==> src/rtl/main.def.v <==
// rtl/main.def.v - global datapath width shared by execute-stage blocks
`ifndef LEN_DATA
`define LEN_DATA 32
`endif

==> src/rtl/adder_arbiter.sv <==
// rtl/adder_arbiter.sv - three-requester arbiter feeding one shared prefix adder with issue/result stages
// Optional ADDER_ARB_FIXED_PRIO_EN: fixed priority id0 > id1 > id2 instead of round-robin.
`include "main.def.v"

module adder_arbiter (
  input  logic                   clk,
  input  logic                   rst_n,
  input  logic [2:0]             req_valid,
  output logic [2:0]             req_ready,
  input  logic [3*`LEN_DATA-1:0] req_a,
  input  logic [3*`LEN_DATA-1:0] req_b,
  input  logic [2:0]             req_sub,
  output logic                   res_valid,
  input  logic                   res_ready,
  output logic [1:0]             res_id,
  output logic [`LEN_DATA-1:0]   res_sum,
  output logic                   res_cout
);
  localparam int W   = `LEN_DATA;
  localparam int LVL = (W > 1) ? $clog2(W) : 1;

  logic         r_s1_valid;
  logic [1:0]   r_s1_id;
  logic [W-1:0] r_s1_a;
  logic [W-1:0] r_s1_b;
  logic         r_s1_cin;

  logic         r_res_valid;
  logic [1:0]   r_res_id;
  logic [W-1:0] r_res_sum;
  logic         r_res_cout;

  logic         w_s2_load;
  logic         w_s1_load;
  logic [2:0]   w_grant;
  logic         w_accept;
  logic [1:0]   w_acc_id;
  logic [W-1:0] w_sel_a;
  logic [W-1:0] w_sel_b;
  logic         w_sel_sub;

  logic [W-1:0] w_p;
  logic [W-1:0] w_g;
  logic [W-1:0] w_pg_p;
  logic [W-1:0] w_pg_g;
  logic [W-1:0] w_sum;
  logic         w_cout;

  // S1 may take a new grant whenever S2 drains or S1 is empty; otherwise we are stalled
  assign w_s2_load = ~r_res_valid | res_ready;
  assign w_s1_load = w_s2_load | ~r_s1_valid;
  assign req_ready = w_grant & {3{w_s1_load & rst_n}};
  assign w_accept  = |req_ready;
  assign w_acc_id  = w_grant[1] ? 2'd1 : (w_grant[2] ? 2'd2 : 2'd0);

`ifdef ADDER_ARB_FIXED_PRIO_EN
  always_comb begin
    w_grant = 3'b000;
    if (req_valid[0])      w_grant = 3'b001;
    else if (req_valid[1]) w_grant = 3'b010;
    else if (req_valid[2]) w_grant = 3'b100;
  end
`else
  logic [1:0] r_rr_ptr;

  always_comb begin
    w_grant = 3'b000;
    case (r_rr_ptr)
      2'd1: begin
        if (req_valid[1])      w_grant = 3'b010;
        else if (req_valid[2]) w_grant = 3'b100;
        else if (req_valid[0]) w_grant = 3'b001;
      end
      2'd2: begin
        if (req_valid[2])      w_grant = 3'b100;
        else if (req_valid[0]) w_grant = 3'b001;
        else if (req_valid[1]) w_grant = 3'b010;
      end
      default: begin
        if (req_valid[0])      w_grant = 3'b001;
        else if (req_valid[1]) w_grant = 3'b010;
        else if (req_valid[2]) w_grant = 3'b100;
      end
    endcase
  end

  always_ff @(posedge clk or negedge rst_n) begin
    if (!rst_n) begin
      r_rr_ptr <= 2'd0;
    end else if (w_accept) begin
      r_rr_ptr <= (w_acc_id == 2'd2) ? 2'd0 : w_acc_id + 2'd1;
    end
  end
`endif

  always_comb begin
    w_sel_a   = req_a[W-1:0];
    w_sel_b   = req_b[W-1:0];
    w_sel_sub = req_sub[0];
    case (w_acc_id)
      2'd1: begin
        w_sel_a   = req_a[2*W-1:W];
        w_sel_b   = req_b[2*W-1:W];
        w_sel_sub = req_sub[1];
      end
      2'd2: begin
        w_sel_a   = req_a[3*W-1:2*W];
        w_sel_b   = req_b[3*W-1:2*W];
        w_sel_sub = req_sub[2];
      end
      default: ;
    endcase
  end

  always_ff @(posedge clk or negedge rst_n) begin
    if (!rst_n) begin
      r_s1_valid <= 1'b0;
      r_s1_id    <= 2'd0;
      r_s1_a     <= '0;
      r_s1_b     <= '0;
      r_s1_cin   <= 1'b0;
    end else if (w_s1_load) begin
      r_s1_valid <= w_accept;
      if (w_accept) begin
        r_s1_id  <= w_acc_id;
        r_s1_a   <= w_sel_a;
        r_s1_b   <= w_sel_sub ? ~w_sel_b : w_sel_b;
        r_s1_cin <= w_sel_sub;
      end
    end
  end

  // Kogge-Stone prefix; high-to-low in-place update reads the previous level at i-d
  always_comb begin
    w_p    = r_s1_a ^ r_s1_b;
    w_g    = (r_s1_a & r_s1_b) | {{(W-1){1'b0}}, w_p[0] & r_s1_cin};
    w_pg_p = w_p;
    w_pg_g = w_g;
    for (int l = 0; l < LVL; l++) begin
      for (int i = W - 1; i >= (1 << l); i--) begin
        w_pg_g[i] = w_pg_g[i] | (w_pg_p[i] & w_pg_g[i - (1 << l)]);
        w_pg_p[i] = w_pg_p[i] & w_pg_p[i - (1 << l)];
      end
    end
    w_sum  = w_p ^ {w_pg_g[W-2:0], r_s1_cin};
    w_cout = w_pg_g[W-1];
  end

  always_ff @(posedge clk or negedge rst_n) begin
    if (!rst_n) begin
      r_res_valid <= 1'b0;
      r_res_id    <= 2'd0;
      r_res_sum   <= '0;
      r_res_cout  <= 1'b0;
    end else if (w_s2_load) begin
      r_res_valid <= r_s1_valid;
      if (r_s1_valid) begin
        r_res_id   <= r_s1_id;
        r_res_sum  <= w_sum;
        r_res_cout <= w_cout;
      end
    end
  end

  assign res_valid = r_res_valid;
  assign res_id    = r_res_id;
  assign res_sum   = r_res_sum;
  assign res_cout  = r_res_cout;

endmodule

==> config.mk <==
export PLATFORM = sky130hd
export DESIGN_NAME = adder_arbiter
export DESIGN_NICKNAME = d
export VERILOG_FILES = /design/src/rtl/adder_arbiter.sv
export VERILOG_INCLUDE_DIRS = /design/src /design/src/rtl
export SDC_FILE = /design/constraint.sdc
export NUM_CORES = 1
export LEC_CHECK = 0
export CORE_MARGIN = 2
export CORE_UTILIZATION = 40
export DETAILED_ROUTE_END_ITERATION = 8
export GPL_ROUTABILITY_DRIVEN = 0
export HOLD_SLACK_MARGIN = 0.1
export PLACE_DENSITY_LB_ADDON = 0.15
export SKIP_LAST_GASP = 1
export SYNTH_ARGS = -nofsm -noshare
export SYNTH_HDL_FRONTEND = slang
export SYNTH_SLANG_ARGS = --single-unit
==> constraint.sdc <==
create_clock -name clk -period 2.4 [get_ports clk]
set_input_delay 0.6 -clock clk [delete_from_list [all_inputs] [get_ports clk]]
set_output_delay 0.6 -clock clk [all_outputs]
set_load 0.1 [all_outputs]
==> out/qor.json, run 1 <==
{
  "first_global_vias": {"value": 6854},
  "rows": {"value": 49},
  "arrival": {"value": 2.75, "unit": "ns"},
  "clock.fmax": {"value": 398, "unit": "MHz"},
  "most_used_cells_in_the_layout_excluding_fill_and_tap_cells": {"value": "sky130_fd_sc_hd__clkdlybuf4s50_1, sky130_fd_sc_hd__nand2_1, sky130_fd_sc_hd__buf_4"},
  "drt-initial-drc-count": {"value": 390},
  "final_core_utilization": {"value": 63.6, "unit": "%"},
  "timing.hold.worst.class": {"value": "primary input to async pin"},
  "worstReg2RegStart": {"value": "r_s1_cin$_DFFE_PN0P_"},
  "pwr-share-comb": {"value": 72.0, "unit": "%"},
  "worst_reg_to_reg_path_cell_count": {"value": 10},
  "start_util": {"value": 41.0, "unit": "%"},
  "setup_viol": {"value": 25},
  "clk_pin_slew_worst_paths": {"value": 0.07, "unit": "ns"},
  "num_io_pins": {"value": 240},
  "synth_top_area_cell": {"value": "sky130_fd_sc_hd__dfrtp_1"},
  "remaining_drc_errors": {"value": 0},
  "cp-startpoint": {"value": "r_s1_cin$_DFFE_PN0P_"},
  "htree_levels": {"value": 3},
  "timing.final.max_slew_violations": {"value": 0},
  "min_period_over_period": {"value": 105, "unit": "%"},
  "postSynthCellCount": {"value": 884},
  "p_sw": {"value": 8.76, "unit": "mW"},
  "endpoint_kind": {"value": "flip-flop"},
  "powerDensity": {"value": 1520, "unit": "nW/um2"},
  "grt.busiest_layer": {"value": "met2"},
  "r2r_end": {"value": "res_sum[18]$_DFFE_PN0P_"},
  "viasPerCell": {"value": 5.11},
  "hold-worst-slack": {"value": 0.357, "unit": "ns"},
  "num_vias": {"value": 7241},
  "internal_power": {"value": 8.67, "unit": "mW"},
  "synthesis.area": {"value": 7390, "unit": "um2"},
  "cts_tree": {"value": "built"},
  "drt.antenna.violating_nets": {"value": 0},
  "die_width": {"value": 140, "unit": "um"},
  "final_routed_wirelength": {"value": 22500, "unit": "um"},
  "outcome": {"value": "complete, but fails checks"},
  "setup_slack_placement": {"value": -0.299, "unit": "ns"},
  "synth-edff-count": {"value": 0},
  "max_slew_headroom": {"value": 62.0, "unit": "%"},
  "crit_path_end": {"value": "res_sum[18]$_DFFE_PN0P_"},
  "core_area": {"value": 18000, "unit": "um2"},
  "hold_viol_final": {"value": 0},
  "crit_type": {"value": "flip-flop to flip-flop"},
  "largest_net_degree_at_the_start_of_global_routing": {"value": 107},
  "power_frac_seq": {"value": 19.0, "unit": "%"},
  "layout.cells.most_common": {"value": "sky130_fd_sc_hd__clkdlybuf4s50_1"},
  "groute.layer.met3.usage": {"value": 3.25, "unit": "%"},
  "ir_drop": {"value": 1.15, "unit": "mV"},
  "cts.root.buffer_cell": {"value": "sky130_fd_sc_hd__clkbuf_16"},
  "synth.lib_cells_used.distinct": {"value": 65},
  "worst-endpoint-required": {"value": 2.64, "unit": "ns"},
  "area.growth.synth_to_final": {"value": 55.1, "unit": "%"},
  "grt_setup_unrepaired": {"value": "true"},
  "power.switching_fraction": {"value": 50.3, "unit": "%"},
  "global_route_wire_length_before_repair": {"value": 35100, "unit": "um"},
  "timing.final.crit_period": {"value": 2.51, "unit": "ns"},
  "postSynthRegisterBits": {"value": 106},
  "nNetsFinal": {"value": 1420},
  "die_h": {"value": 140, "unit": "um"},
  "area_share_of_the_leading_cell_type_in_the_synthesized_netlist": {"value": 35.9, "unit": "%"},
  "synth.area.top_cells": {"value": "sky130_fd_sc_hd__dfrtp_1, sky130_fd_sc_hd__o21ai_0, sky130_fd_sc_hd__mux2i_1, sky130_fd_sc_hd__nand2_1, sky130_fd_sc_hd__ha_1"},
  "clockBufferDepth": {"value": 2},
  "yosysSeqAreaShare": {"value": 35.9, "unit": "%"},
  "grt_util_met1": {"value": 32.7, "unit": "%"},
  "cts_inserted_buffers": {"value": 9},
  "fillers": {"value": 1552},
  "wl_per_cell": {"value": 15.8, "unit": "um"},
  "grt.total_usage": {"value": 22.3, "unit": "%"},
  "post-layout-total-power": {"value": 17.4, "unit": "mW"},
  "postSynth.asyncResetShare": {"value": 100, "unit": "%"},
  "antenna_cells_inserted": {"value": 0},
  "portBuffers": {"value": 239},
  "violated_checks": {"value": "negative setup slack"},
  "gr-usage-met2": {"value": 34.7, "unit": "%"},
  "fin_ws": {"value": -0.111, "unit": "ns"},
  "numClockSinks": {"value": 106},
  "syn_nets": {"value": 1120},
  "antenna_found_initial": {"value": 0},
  "reg2reg_slack": {"value": -0.11, "unit": "ns"},
  "clk_latency": {"value": 0.35, "unit": "ns"},
  "hpwl": {"value": 17800, "unit": "um"},
  "share_of_layout_cells_above_drive_strength_1": {"value": 18.8, "unit": "%"},
  "synth-main-ff-cell": {"value": "sky130_fd_sc_hd__dfrtp_1"},
  "cap_viol_max_count": {"value": 0},
  "total_leakage_power": {"value": 5.42, "unit": "nW"},
  "area_of_the_die": {"value": 19600, "unit": "um2"},
  "yosys_warnings": {"value": 0},
  "grt_remaining_overflow": {"value": 0},
  "critical_path.max_fanout": {"value": 5},
  "postSynthAreaPerCell": {"value": 8.36, "unit": "um2"},
  "finClkSkew": {"value": 0.00725, "unit": "ns"},
  "clockPowerShare": {"value": 9.1, "unit": "%"},
  "dr.pass1.iters": {"value": 5},
  "tightest_slew": {"value": 0.570, "unit": "ns"},
  "crit_path_start_kind": {"value": "flip-flop"}
}
[layout make-up]
cell class	count	area [um2]	area share [%]
multi-input combinational	713	4730	41.2
timing repair buffer	344	3440	30.0
sequential	106	2650	23.1
tap	229	287	2.50
clock buffer	9	225	1.96
clock inverter	7	93.8	0.819
inverter	10	37.5	0.327
[sequential cells by signal, summed over array words and instances (netlist names)]
signal and cells:
res_id 2, r_s1_cin 1, r_s1_a 32, res_valid 1
r_s1_b 32, r_s1_valid 1, r_s1_id 2, r_rr_ptr 2
res_sum 32, res_cout 1
[critical path: stages, from the launching register on]
cell and delay [ns]:
sky130_fd_sc_hd__dfrtp_1 0.41, sky130_fd_sc_hd__fa_2 0.42, sky130_fd_sc_hd__fa_2 0.41, sky130_fd_sc_hd__a21oi_2 0.14, sky130_fd_sc_hd__o21ai_2 0.09, sky130_fd_sc_hd__a211oi_2 0.24
sky130_fd_sc_hd__o21a_4 0.19, sky130_fd_sc_hd__buf_6 0.13, sky130_fd_sc_hd__o31ai_2 0.07, sky130_fd_sc_hd__xnor2_1 0.20, sky130_fd_sc_hd__o21ai_1 0.09
[logic make-up (layout without fill, tap and decap cells)]
logic type               count (synthesis)  after routing  share of synthesized area, %
AND/OR/NAND/NOR                        282            282                          16.7
AO/OA/AOI/OAI                          280            280                          22.0
flip-flops                             106            106                          35.9
multiplexers                            66             66                          9.12
buffers and inverters                   65            370                          4.20
XOR/XNOR                                50             50                          5.92
adder cells (fa/ha/maj)                 35             35                          6.13
[per-layer routing]
metal / vias up / share of wire [%]
met5: - / 0
met4: 0 / 1.5
met3: 20 / 5.1
met2: 218 / 46
met1: 3304 / 48
li1: 3699 / -
[stage by stage]
step | area, um2 | cells | setup TNS [ns]
after floorplan | 7430 | 884 | -0.674
after global placement | 10600 | 1374 | -16.39
after detailed placement | 10600 | 1374 | -18.60
after CTS | 11000 | 1396 | -1.44
after global routing | 11500 | 1418 | -4.45
final | 11500 | 1418 | -1.23
[synth_stat cells, types with 3 or more instances]
master	instances
sky130_fd_sc_hd__a211oi_1	3
sky130_fd_sc_hd__a21o_1	20
sky130_fd_sc_hd__a21oi_1	69
sky130_fd_sc_hd__a31oi_1	3
sky130_fd_sc_hd__and2_1	4
sky130_fd_sc_hd__and3_1	4
sky130_fd_sc_hd__buf_1	5
sky130_fd_sc_hd__buf_2	14
sky130_fd_sc_hd__buf_4	3
sky130_fd_sc_hd__buf_6	5
sky130_fd_sc_hd__clkbuf_1	28
sky130_fd_sc_hd__dfrtp_1	106
sky130_fd_sc_hd__ha_1	33
sky130_fd_sc_hd__inv_1	10
sky130_fd_sc_hd__mux2i_1	64
sky130_fd_sc_hd__nand2_1	160
sky130_fd_sc_hd__nand2b_1	8
sky130_fd_sc_hd__nand3_1	12
sky130_fd_sc_hd__nand4_1	8
sky130_fd_sc_hd__nor2_1	54
sky130_fd_sc_hd__nor2b_1	5
sky130_fd_sc_hd__nor3_1	7
sky130_fd_sc_hd__o211ai_1	5
sky130_fd_sc_hd__o21a_1	6
sky130_fd_sc_hd__o21ai_0	129
sky130_fd_sc_hd__o21ai_1	12
sky130_fd_sc_hd__o21bai_1	4
sky130_fd_sc_hd__o31ai_1	4
sky130_fd_sc_hd__or3_1	6
sky130_fd_sc_hd__xnor2_1	11
sky130_fd_sc_hd__xor2_1	39
[worst min-delay path by stage]
stage | to | slack, ns
2_1_floorplan | r_rr_ptr[0]$_DFFE_PN0N_ | 0.30
3_5_place_dp | res_sum[1]$_DFFE_PN0P_ | 0.47
5_1_grt | r_s1_b[5]$_DFFE_PN0P_ | 0.41
4_1_cts | r_s1_b[5]$_DFFE_PN0P_ | 0.40
6_report | r_s1_b[5]$_DFFE_PN0P_ | 0.36
3_3_place_gp | res_id[0]$_DFFE_PN0P_ | 0.46
[power groups by stage]
stage | Clock (mW) | Combinational (mW) | Sequential [mW]
after global routing | 1.69 | 13.6 | 3.41
final | 1.58 | 12.5 | 3.31
after global placement | 0 | 11.3 | 3.32
after CTS | 1.61 | 11.7 | 3.32
after floorplan | 0 | 5.93 | 5.13
after detailed placement | 0 | 11.4 | 3.34
[timing repair]
| action | 4_1_cts | 5_1_grt |
|---|---|---|
| endpoints found under the hold margin | 0 | 0 |
| pin swaps | 22 | 28 |
| hold buffers | 0 | 0 |
| endpoints found under the setup margin | 19 | 71 |
| cloned | 0 | 6 |
| gates resized for setup | 21 | 73 |
| setup buffers | 6 | 16 |
Power figures use the tool's default switching activity.
==> inputs of run 2 (changes only) <==
--- a/config.mk
+++ b/config.mk
@@ -10,9 +10,11 @@
 export CORE_UTILIZATION = 40
 export DETAILED_ROUTE_END_ITERATION = 8
 export GPL_ROUTABILITY_DRIVEN = 0
+export GPL_TIMING_DRIVEN = 0
 export HOLD_SLACK_MARGIN = 0.1
 export PLACE_DENSITY_LB_ADDON = 0.15
 export SKIP_LAST_GASP = 1
+export SLEW_MARGIN = 10
 export SYNTH_ARGS = -nofsm -noshare
 export SYNTH_HDL_FRONTEND = slang
 export SYNTH_SLANG_ARGS = --single-unit
==> out/qor.json, run 2 (synthesis gave the netlist of run 1 again) <==
{
  "endpoint_kind": {"value": "primary output"},
  "die_width": {"value": 140, "unit": "um"},
  "most_used_cells_in_the_layout_excluding_fill_and_tap_cells": {"value": "sky130_fd_sc_hd__clkdlybuf4s50_1, sky130_fd_sc_hd__nand2_1, sky130_fd_sc_hd__dfrtp_1"},
  "largest_net_degree_at_the_start_of_global_routing": {"value": 55},
  "share_of_layout_cells_above_drive_strength_1": {"value": 18.0, "unit": "%"},
  "path_common_cell": {"value": "sky130_fd_sc_hd__buf_12"},
  "post-layout-total-power": {"value": 17.5, "unit": "mW"},
  "clk_pin_slew_worst_paths": {"value": 0.07, "unit": "ns"},
  "antenna_cells_inserted": {"value": 0},
  "start_util": {"value": 41.0, "unit": "%"},
  "worst-endpoint-required": {"value": 1.80, "unit": "ns"},
  "antenna_found_initial": {"value": 0},
  "area.growth.synth_to_final": {"value": 56.4, "unit": "%"},
  "drt.antenna.violating_nets": {"value": 0},
  "nNetsFinal": {"value": 1416},
  "cts_tree": {"value": "built"},
  "area_of_the_die": {"value": 19600, "unit": "um2"},
  "drt-initial-drc-count": {"value": 649},
  "die_h": {"value": 140, "unit": "um"},
  "timing.final.crit_period": {"value": 2.58, "unit": "ns"},
  "fin_ws": {"value": -0.177, "unit": "ns"},
  "hpwl": {"value": 19300, "unit": "um"},
  "remaining_drc_errors": {"value": 0},
  "tightest_slew": {"value": 0.967, "unit": "ns"},
  "final_routed_wirelength": {"value": 25000, "unit": "um"},
  "wl_per_cell": {"value": 17.7, "unit": "um"},
  "arrival": {"value": 1.98, "unit": "ns"},
  "total_leakage_power": {"value": 5.34, "unit": "nW"},
  "cts_inserted_buffers": {"value": 9},
  "ir_drop": {"value": 1.02, "unit": "mV"},
  "max_slew_headroom": {"value": 35.8, "unit": "%"},
  "cts.root.buffer_cell": {"value": "sky130_fd_sc_hd__clkbuf_16"},
  "clk_latency": {"value": 0.36, "unit": "ns"},
  "violated_checks": {"value": "negative setup slack"},
  "clockBufferDepth": {"value": 2},
  "num_vias": {"value": 7447},
  "crit_path_start_kind": {"value": "flip-flop"},
  "final_core_utilization": {"value": 64.2, "unit": "%"},
  "critical_path.max_fanout": {"value": 5},
  "timing.hold.worst.class": {"value": "primary input to async pin"},
  "worst_reg_to_reg_path_cell_count": {"value": 9},
  "timing.critical_path.cells": {"value": "inv_2 -> ha_4 -> nand2b_4 -> a21oi_2 -> o21ai_2 -> buf_6 -> buf_12 -> nor2_4 -> buf_12"},
  "outcome": {"value": "complete, but fails checks"},
  "first_global_vias": {"value": 7312},
  "crit_buf_inv": {"value": 4},
  "grt_setup_unrepaired": {"value": "true"},
  "viasPerCell": {"value": 5.27},
  "rows": {"value": 49},
  "hold_viol_final": {"value": 0},
  "finClkSkew": {"value": 0.00969, "unit": "ns"},
  "global_route_wire_length_before_repair": {"value": 38500, "unit": "um"},
  "timing.final.max_slew_violations": {"value": 0},
  "critical_path_cell_count": {"value": 9},
  "clock.fmax": {"value": 388, "unit": "MHz"},
  "worstReg2RegStart": {"value": "r_s1_cin$_DFFE_PN0P_"},
  "num_io_pins": {"value": 240},
  "grt_remaining_overflow": {"value": 0},
  "grt.total_usage": {"value": 24.8, "unit": "%"},
  "r2r_end": {"value": "res_sum[10]$_DFFE_PN0P_"},
  "layout.cells.most_common": {"value": "sky130_fd_sc_hd__clkdlybuf4s50_1"},
  "htree_levels": {"value": 3},
  "reg2reg_slack": {"value": -0.13, "unit": "ns"},
  "cp-startpoint": {"value": "r_rr_ptr[0]$_DFFE_PN0N_"},
  "portBuffers": {"value": 239},
  "timing.critical_path.max_delay_family": {"value": "buffers and inverters"},
  "cap_viol_max_count": {"value": 0},
  "min_period_over_period": {"value": 107, "unit": "%"},
  "critical-path-slowest-cell": {"value": "sky130_fd_sc_hd__dfrtp_1"},
  "numClockSinks": {"value": 106},
  "crit_type": {"value": "flip-flop to primary output"},
  "dr.pass1.iters": {"value": 5},
  "setup_viol": {"value": 23},
  "powerDensity": {"value": 1510, "unit": "nW/um2"},
  "core_area": {"value": 18000, "unit": "um2"},
  "finalNonFillerCells": {"value": 1414},
  "placed_cells": {"value": 1353},
  "slowest_delay": {"value": 0.40, "unit": "ns"}
}
-- run 2: through the flow --
stage / cell area, um2 / TNS (ns) / setup slack (ns) / hold slack (ns)
global route: 11600 / -5.50 / -0.255 / 0.244
finish: 11600 / -1.31 / -0.177 / 0.188
global placement: 10100 / -732.16 / -6.03 / 0.462
CTS: 10800 / -1.96 / -0.175 / 0.213
floorplan: 7430 / -0.674 / -0.257 / 0.304
detailed placement: 10100 / -55.97 / -1.40 / 0.468
-- run 2: worst max-delay path by stage --
| stage | to | slack (ns) |
|---|---|---|
| 2_1_floorplan | req_ready[1] | -0.26 |
| 3_3_place_gp | req_ready[1] | -6.03 |
| 3_5_place_dp | req_ready[2] | -1.40 |
| 4_1_cts | req_ready[2] | -0.18 |
| 5_1_grt | req_ready[2] | -0.26 |
| 6_report | req_ready[2] | -0.18 |
-- run 2: power breakdown --
part           total (mW)  switching (mW)  internal, mW
combinational        12.8            7.87          4.89
clock                1.42           0.688         0.735
sequential           3.30           0.631          2.67
total                17.5            9.19          8.29
-- run 2: cell type report --
type	instances	area [um2]
flip-flops and latches	106	2650
clock buffers	10	239
multi-input cells	714	4990
inverters	10	37.5
plain buffers	51	397
repair buffers	288	2920
clock inverters	6	40.0
fillers	1578	6460
well taps	229	287
-- run 2: repair_timing --
action,4_1_cts,5_1_grt
gates cloned,3,3
hold buffers,0,0
setup buffers,18,27
endpoints found under the hold margin,0,0
setup endpoints to repair,139,97
pin swaps,24,26
resized for setup,141,168
-- run 2: metal layers --
metal	GRT usage [%]	wire [um]
met5	0	0
met4	7.53	640
met3	3.01	1230
met2	40.7	12000
met1	34.6	11100
==> inputs of run 3 (changes only) <==
--- a/config.mk
+++ b/config.mk
@@ -18,3 +18,4 @@
 export SYNTH_ARGS = -nofsm -noshare
 export SYNTH_HDL_FRONTEND = slang
 export SYNTH_SLANG_ARGS = --single-unit
+export TNS_END_PERCENT = 20
==> out/qor.json, run 3 (synthesis gave the netlist of run 1 again) <==
{
  "cts_tree": {"value": "built"},
  "rows": {"value": 49},
  "tightest_slew": {"value": 1.06, "unit": "ns"},
  "layout.cells.most_common": {"value": "sky130_fd_sc_hd__clkdlybuf4s50_1"},
  "fin_ws": {"value": -0.209, "unit": "ns"},
  "num_vias": {"value": 7315},
  "placed_cells": {"value": 1353},
  "timing.hold.worst.class": {"value": "primary input to async pin"},
  "cts_inserted_buffers": {"value": 9},
  "fin_area": {"value": 11100, "unit": "um2"},
  "area_of_the_die": {"value": 19600, "unit": "um2"},
  "hold_viol_final": {"value": 0},
  "worst_reg_to_reg_path_cell_count": {"value": 9},
  "clk_latency": {"value": 0.36, "unit": "ns"},
  "slowest_delay": {"value": 0.43, "unit": "ns"},
  "clockBufferDepth": {"value": 2},
  "arrival": {"value": 2.01, "unit": "ns"},
  "clk_pin_slew_worst_paths": {"value": 0.07, "unit": "ns"},
  "largest_net_degree_at_the_start_of_global_routing": {"value": 40},
  "min_period_over_period": {"value": 109, "unit": "%"},
  "numClockSinks": {"value": 106},
  "grt_remaining_overflow": {"value": 0},
  "finClkSkew": {"value": 0.00794, "unit": "ns"},
  "setup_viol": {"value": 77},
  "die_h": {"value": 140, "unit": "um"},
  "cap_viol_max_count": {"value": 0},
  "r2r_end": {"value": "res_sum[28]$_DFFE_PN0P_"},
  "grt.total_usage": {"value": 25.1, "unit": "%"},
  "ir_drop": {"value": 1.39, "unit": "mV"},
  "crit_buf_inv": {"value": 3},
  "global_route_wire_length_before_repair": {"value": 38700, "unit": "um"},
  "die_width": {"value": 140, "unit": "um"},
  "htree_levels": {"value": 3},
  "wl_per_cell": {"value": 17.6, "unit": "um"},
  "crit_type": {"value": "flip-flop to primary output"},
  "finalNonFillerCells": {"value": 1390},
  "setup_slack_placement": {"value": -1.40, "unit": "ns"},
  "outcome": {"value": "complete, but fails checks"},
  "drt-initial-drc-count": {"value": 431},
  "timing.critical_path.cells": {"value": "ha_4 -> nand2b_4 -> buf_4 -> a21o_1 -> buf_6 -> nor2_4 -> buf_12"},
  "start_util": {"value": 41.0, "unit": "%"},
  "antenna_found_initial": {"value": 0},
  "timing.final.max_slew_violations": {"value": 0},
  "powerDensity": {"value": 1500, "unit": "nW/um2"},
  "clock.fmax": {"value": 383, "unit": "MHz"},
  "drt.antenna.violating_nets": {"value": 0},
  "holdBufCountCts": {"value": 0},
  "worstReg2RegStart": {"value": "r_s1_a[0]$_DFFE_PN0P_"},
  "worst-endpoint-required": {"value": 1.80, "unit": "ns"},
  "cts.root.buffer_cell": {"value": "sky130_fd_sc_hd__clkbuf_16"},
  "max_slew_headroom": {"value": 29.2, "unit": "%"},
  "timing.final.crit_period": {"value": 2.61, "unit": "ns"},
  "num_io_pins": {"value": 240},
  "portBuffers": {"value": 239},
  "crit_path_start_kind": {"value": "flip-flop"},
  "most_used_cells_in_the_layout_excluding_fill_and_tap_cells": {"value": "sky130_fd_sc_hd__clkdlybuf4s50_1, sky130_fd_sc_hd__nand2_1, sky130_fd_sc_hd__o21ai_0, sky130_fd_sc_hd__dfrtp_1, sky130_fd_sc_hd__a21oi_1"},
  "hpwl": {"value": 19100, "unit": "um"},
  "viasPerCell": {"value": 5.26},
  "violated_checks": {"value": "negative setup slack"},
  "total_leakage_power": {"value": 5.10, "unit": "nW"},
  "final_routed_wirelength": {"value": 24500, "unit": "um"},
  "endpoint_kind": {"value": "primary output"},
  "share_of_layout_cells_above_drive_strength_1": {"value": 12.0, "unit": "%"},
  "dr.pass1.iters": {"value": 5},
  "grt_setup_unrepaired": {"value": "true"},
  "critical_path.max_fanout": {"value": 4},
  "detailed_place.area": {"value": 10100, "unit": "um2"},
  "area.growth.synth_to_final": {"value": 49.9, "unit": "%"},
  "timing.critical_path.max_delay_family": {"value": "buffers and inverters"},
  "remaining_drc_errors": {"value": 0},
  "critical-path-slowest-cell": {"value": "sky130_fd_sc_hd__dfrtp_1"},
  "nNetsFinal": {"value": 1393},
  "core_area": {"value": 18000, "unit": "um2"},
  "antenna_cells_inserted": {"value": 0},
  "first_global_vias": {"value": 7305},
  "reg2reg_slack": {"value": -0.14, "unit": "ns"}
}
-- run 3: per-layer routing --
metal,track usage [%],vias to the layer above,part of all wire [%]
met5,0,-,0
met1,32.1,3424,42
met3,5.50,27,5.8
li1,-,3658,-
met4,5.58,0,1.5
met2,43.6,206,51
-- run 3: worst max path at each step --
stage / cells past startpoint / start / end
2_1_floorplan: 3 / res_valid$_DFFE_PN0P_ / req_ready[1]
4_1_cts: 8 / r_rr_ptr[1]$_DFFE_PN0N_ / req_ready[2]
5_1_grt: 9 / r_s1_a[0]$_DFFE_PN0P_ / res_sum[28]$_DFFE_PN0P_
3_3_place_gp: 4 / rst_n / req_ready[1]
6_report: 7 / r_rr_ptr[1]$_DFFE_PN0N_ / req_ready[1]
3_5_place_dp: 8 / req_valid[0] / req_ready[2]
-- run 3: what timing repair did --
item,in CTS,in global routing
buffers inserted,15,6
endpoints found under the hold margin,0,0
pin swaps,22,9
setup endpoints to repair,140,131
resized for setup,90,81
cloned,1,2
-- run 3: layout make-up --
class,count,area [um2]
tap,229,287
sequential,106,2650
buffer,53,417
timing repair buffer,264,2730
fill,1647,6940
clock buffer,13,270
inverter,10,37.5
clock inverter,2,35.0
multi-input combinational,713,4650
-- run 3: power by group --
part | total [mW] | internal (mW) | switching [mW]
clock network | 1.54 | 0.888 | 0.650
logic | 11.9 | 4.43 | 7.47
registers | 3.23 | 2.67 | 0.560
-- run 3: worst register-to-register path: cells and delay by family (launching register included) --
family	cells	cell delay (ns)
AO/OA/AOI/OAI	6	1.21
adder cells (fa/ha/maj)	2	0.77
flip-flops	1	0.40
AND/OR/NAND/NOR	1	0.07
-- run 3: stage by stage --
stage / power [mW] / utilization, % / setup TNS (ns) / hold WS (ns)
2_1_floorplan: 11.0 / - / -1.47 / 0.304
3_3_place_gp: 13.8 / 55.9 / -729.45 / 0.453
3_5_place_dp: 14.0 / 56.1 / -61.69 / 0.460
4_1_cts: 16.1 / 59.8 / -5.89 / 0.119
5_1_grt: 17.9 / 61.5 / -13.35 / 0.131
6_report: 16.7 / 61.5 / -4.52 / 0.115
